`src/rtl/hazard_stall_ctrl_pkg.sv`:
```
// Shared types and constants for the pipeline hazard / stall controller.
package hazard_pkg;

    // Controller FSM states; encoding is visible on the state_o debug port.
    typedef enum logic [1:0] {
        RUN      = 2'd0,
        FLUSH    = 2'd1,
        MEM_WAIT = 2'd2
    } state_t;

    // Register 0 is hard-wired to zero, so it can never carry a data hazard.
    localparam logic [3:0] REG_ZERO = 4'h0;

    // Instruction word the pipeline registers load when they are flushed.
    localparam logic [15:0] NOP_INST = 16'h0000;

endpackage

```
`src/rtl/hazard_stall_ctrl_sat_counter.sv`:
```
// Saturating up-counter used for the stall and flush performance counters.
module sat_counter #(
    parameter int W = 16
) (
    input  logic         clk,
    input  logic         rst_n,
    input  logic         inc,
    output logic [W-1:0] count
);

    // Count qualifying cycles, sticking at all-ones instead of wrapping.
    always_ff @(posedge clk or negedge rst_n) begin
        if (!rst_n) begin
            count <= '0;
        end else if (inc && !(&count)) begin
            count <= count + W'(1);
        end
    end

endmodule

```
`src/rtl/hazard_stall_ctrl.sv`:
```
// Pipeline sequencing controller: load-use stalls, taken-branch squash window
// and whole-pipeline freeze while data memory is busy, plus perf counters.
module hazard_stall_ctrl
    import hazard_pkg::*;
#(
    parameter int FLUSH_CYCLES = 2,
    parameter int CNT_W        = 16
) (
    input  logic             clk,
    input  logic             rst_n,
    input  logic [3:0]       inst_ifid_rs,
    input  logic [3:0]       inst_ifid_rt,
    input  logic [3:0]       inst_ifid_rd,
    input  logic             ifid_uses_rs,
    input  logic             ifid_uses_rt,
    input  logic             ifid_is_store,
    input  logic [3:0]       rf_waddr_idex,
    input  logic             rf_wen_idex,
    input  logic             mem2reg_idex,
    input  logic             branch_taken_exmem,
    input  logic             dmem_req,
    input  logic             dmem_ready,
    output logic             pc_wen,
    output logic             ifid_wen,
    output logic             ifid_flush,
    output logic             idex_flush,
    output logic             exmem_wen,
    output logic             memwb_wen,
    output logic [1:0]       state_o,
    output logic [CNT_W-1:0] stall_cnt,
    output logic [CNT_W-1:0] flush_cnt
);

    // Remaining squash cycles after the one spent entering the window.
    localparam logic [2:0] FLUSH_RELOAD = 3'(FLUSH_CYCLES - 1);
    // A single-cycle window is fully handled in the branch cycle itself.
    localparam state_t BRANCH_NEXT = (FLUSH_CYCLES > 1) ? FLUSH : RUN;

    state_t     state;
    state_t     state_next;
    logic [2:0] flush_left;
    logic [2:0] flush_left_next;
    logic       load_use;
    logic       mem_stall;

    assign mem_stall = dmem_req && !dmem_ready;
    assign state_o   = state;

    // A load in ID/EX whose result is needed by the instruction in IF/ID.
    always_comb begin
        load_use = rf_wen_idex && mem2reg_idex && (rf_waddr_idex != REG_ZERO) &&
                   ((ifid_uses_rs  && (inst_ifid_rs == rf_waddr_idex)) ||
                    (ifid_uses_rt  && (inst_ifid_rt == rf_waddr_idex)) ||
                    (ifid_is_store && (inst_ifid_rd == rf_waddr_idex)));
    end

    // State and squash-window counter; reset drops any pending flush.
    always_ff @(posedge clk or negedge rst_n) begin
        if (!rst_n) begin
            state      <= RUN;
            flush_left <= '0;
        end else begin
            state      <= state_next;
            flush_left <= flush_left_next;
        end
    end

    // Mealy outputs and next state; memory freeze beats branch beats load-use.
    always_comb begin
        pc_wen          = 1'b1;
        ifid_wen        = 1'b1;
        ifid_flush      = 1'b0;
        idex_flush      = 1'b0;
        exmem_wen       = 1'b1;
        memwb_wen       = 1'b1;
        state_next      = state;
        flush_left_next = flush_left;
        if (rst_n) begin
            if (state == FLUSH && !mem_stall) begin
                ifid_flush = 1'b1;
                idex_flush = 1'b1;
                if (branch_taken_exmem) begin
                    flush_left_next = FLUSH_RELOAD;
                    state_next      = BRANCH_NEXT;
                end else if (flush_left <= 3'd1) begin
                    flush_left_next = '0;
                    state_next      = RUN;
                end else begin
                    flush_left_next = flush_left - 3'd1;
                end
            end else if (mem_stall || (state == MEM_WAIT && !dmem_ready)) begin
                pc_wen     = 1'b0;
                ifid_wen   = 1'b0;
                exmem_wen  = 1'b0;
                memwb_wen  = 1'b0;
                state_next = MEM_WAIT;
            end else begin
                state_next = (state == MEM_WAIT && flush_left != 3'd0) ? FLUSH : RUN;
                if (branch_taken_exmem) begin
                    ifid_flush      = 1'b1;
                    idex_flush      = 1'b1;
                    flush_left_next = FLUSH_RELOAD;
                    state_next      = BRANCH_NEXT;
                end else if (load_use) begin
                    pc_wen     = 1'b0;
                    ifid_wen   = 1'b0;
                    idex_flush = 1'b1;
                end
            end
        end
    end

    sat_counter #(.W(CNT_W)) u_stall_cnt (
        .clk   (clk),
        .rst_n (rst_n),
        .inc   (!pc_wen),
        .count (stall_cnt)
    );

    sat_counter #(.W(CNT_W)) u_flush_cnt (
        .clk   (clk),
        .rst_n (rst_n),
        .inc   (ifid_flush),
        .count (flush_cnt)
    );

endmodule
```
`config.mk`:
```
export PLATFORM = sky130hd
export DESIGN_NAME = hazard_stall_ctrl
export DESIGN_NICKNAME = d
export VERILOG_FILES = /design/src/rtl/hazard_stall_ctrl_pkg.sv /design/src/rtl/hazard_stall_ctrl_sat_counter.sv /design/src/rtl/hazard_stall_ctrl.sv
export SDC_FILE = /design/constraint.sdc
export NUM_CORES = 1
export LEC_CHECK = 0
export CORE_UTILIZATION = 48
export DETAILED_ROUTE_END_ITERATION = 7
export PLACE_DENSITY = 0.81
export SETUP_SLACK_MARGIN = 0.15
export SLEW_MARGIN = 10
export SYNTH_ARGS = -nofsm -noshare
export SYNTH_HDL_FRONTEND = slang
export SYNTH_HIERARCHICAL = 1
export SYNTH_SLANG_ARGS = --single-unit
```
`constraint.sdc`:
```
create_clock -name clk -period 2.2 [get_ports clk]
set_input_delay 0.44 -clock clk [delete_from_list [all_inputs] [get_ports clk]]
set_output_delay 0.44 -clock clk [all_outputs]
set_load 0.02 [all_outputs]
```
==> run metrics, run 1 <==
drt first-iter violations 77; top cell type's share of synthesized area 40.9%; dpl hpwl 3860 um; Final Setup Violations 2; Worst Path Required 1.76 ns; maxcap violations 0; vias after detailed routing 2008; Worst-Skew Late Latency 0.29 ns; grt met1 use 27.9%; input/output buffers 65; Avg Cell Area, Syn 10.5 um^2; Die Ht 70.7 um; Clock Skew 0.0113 ns; min-delay worst type primary input to asynchronous set/reset pin; min Tclk post-route 2.21 ns; Std-Cell Rows 24; Initial Util 51.0%; GRT met2 Usage 39.2%; CP Data Arrival Time 1.77 ns; number of global-route vias before repair 1939; Crit Path Class primary input to primary output; Startpoint Class primary input; synthesized netlist cell count 216; Die Span X 70.7 um; Yosys reg bits 37; reg2reg start state_o[1]; largest net degree at the start of global routing 28; Hold Buf Count CTS 0; Max H-tree Level 2; fin crit share 101%; actual slew at the worst max-slew pin 0.644 ns; final hold slack 0.163 ns; DRT Pass-1 Iters 6; mapped cell area 2260 um^2; Final ANT Viol Nets 0; setup TNS -0.0241 ns; syn_nets 247; final net count 339; routability cong. 0.759; Leakage 1.52 nW; most frequent cells in the layout 41 x clkdlybuf4s50_1, 35 x dfrtp_1, 24 x xor2_1; GR peak layer met2; Slew headroom 56.7%; Final Hold Vio Count 0; failing checks design-rule violations, negative setup slack; Placed Area 3170 um^2; TritonCTS clock tree built; Crit. End Element primary output; Final Max Tran Viols 0; worst slack at placement -0.894 ns; worst setup margin -0.0123 ns; initial antenna violation count 0; largest cells by area after synthesis dfrtp_1 41%, xor2_1 9.7%, mux2_2 4.5%; # IOs 66; Tot GR Track Use 22.2%; most common cell after layout, fill and taps aside clkdlybuf4s50_1; area leader, netlist dfrtp_1; ratio of cells with drive above 1 in the final layout 34.6%; worst-path maximum fanout 3; core area 4440 um^2; wire length per cell 14.7 um; post-layout instance area 3420 um^2; Vias/cell 5.56; outcome complete, but fails checks; DRC 8; worst setup path startpoint inst_ifid_rd[0]; TritonCTS Buffers 5; met3 GRT Util 4.13%; Root Buffer clkbuf_8; power density cells 671 nW/um^2; Fmax 452 MHz; sequential share of the synthesized area 40.9%; area grow syn2layout 51.2%; CTS max path bufs 2; Syn. warnings 6; die area 5000 um^2; grt ovf 0; Distinct cells, synth 44; area of the multi-input gates 1500 um^2; Num Clock Sinks 37; unrepaired setup endpoints after global routing true; final wirelength 5300 um; CTS clock-pin slew for the worst setup and hold paths 0.07 ns; first-pass GRT wire length 8910 um; Max IR drop VDD 0.721 mV; Diodes inserted 0; filler instances 309; register area 928 um^2
-- per-stage QoR --
stage | cells | total power, mW | utilization (%)
floorplan | 216 | 1.36 | -
global placement | 346 | 1.73 | 71.4
detailed placement | 346 | 1.75 | 71.4
CTS | 356 | 2.26 | 74.7
global route | 361 | 2.42 | 77.1
finish | 361 | 2.30 | 77.1
-- worst paths after layout --
| path | end | slack [ns] | cells past startpoint |
|---|---|---|---|
| worst max-delay path | ifid_wen | -0.01 | 7 |
| worst min-delay path | flush_left[1] | 0.16 | 2 |
| worst max register to register | u_stall_cnt/count[1] | 0.16 | 10 |
| worst min register to register | u_stall_cnt/count[7] | 0.54 | 1 |
| max in group asynchronous | state_o[0] | 1.66 | 2 |
| min in group clk | state_o[0] | 0.51 | 3 |
-- sequential cells by signal, indices dropped and copies added, names as in the netlist --
register,count
u_flush_cnt/count,16
u_stall_cnt/count,16
flush_left,3
state_o,2
-- critical path, stage by stage --
cell	delay (ns)
buf_6	0.09
xor2_1	0.15
nor3_2	0.20
nand3_1	0.09
a311o_1	0.41
o21a_2	0.26
buf_6	0.13
-- power by group --
group          switching (mW)  internal, mW
clock network           0.244         0.254
registers               0.210         0.786
logic                   0.382         0.421
-- layer usage --
layer / wire length [um] / up-vias
li1: - / 960
met1: 2280 / 981
met2: 2730 / 60
met3: 217 / 7
met4: 62 / 0
met5: 0 / -
-- logic make-up (layout without fill, tap and decap cells) --
kind of cell	count (synthesis)	in the layout	synth area share, %
compound gates	24	24	7.40
simple gates	96	96	29.0
mux	9	9	4.48
flops	37	37	40.9
buf+inv	11	104	2.32
fa+ha+maj	5	5	2.76
xor+xnor	34	34	13.1
-- synthesized netlist by cell type, drive strengths merged --
cell type and instances:
inv 6, nor2 15, o32a 1, mux2 9, and4 4, xnor2 9, xor2 25, and3 2
a21oi 6, or2 2, o2bb2ai 1, nand2b 5, nor2b 2, nand3 15, nor3b 4, o211ai 2
ha 5, nand2 12, a211oi 1, o21ai 7, o21bai 1, and2b 1, nor4 7, nand3b 1
dfrtp 37, or3b 1, a311o 1, buf 5, o21a 1, nand4 12, a21boi 1, o21ba 1
nor3 13, a22o 1
-- repair_timing --
item	CTS	global route
endpoints found under the setup margin	24	27
resized for setup	92	21
setup buffers	2	5
pin swaps	17	10
-- layout make-up --
| cell class | count | area share (%) |
|---|---|---|
| Timing Repair Buffer | 90 | 23.6 |
| Clock inverter | 2 | 0.402 |
| Multi-Input combinational cell | 168 | 43.9 |
| Clock buffer | 6 | 2.41 |
| Inverter | 6 | 0.658 |
| Sequential cell | 37 | 27.1 |
| Tap cell | 52 | 1.90 |
Note: power is estimated with default switching activity, not from simulation.
==> inputs of run 2 (changes only) <==
- GPL_ROUTABILITY_DRIVEN: unset -> 0
- SLEW_MARGIN: 10 -> unset
==> results of run 2 <==
Final layout, timing and power as in run 1 (identical DEF).
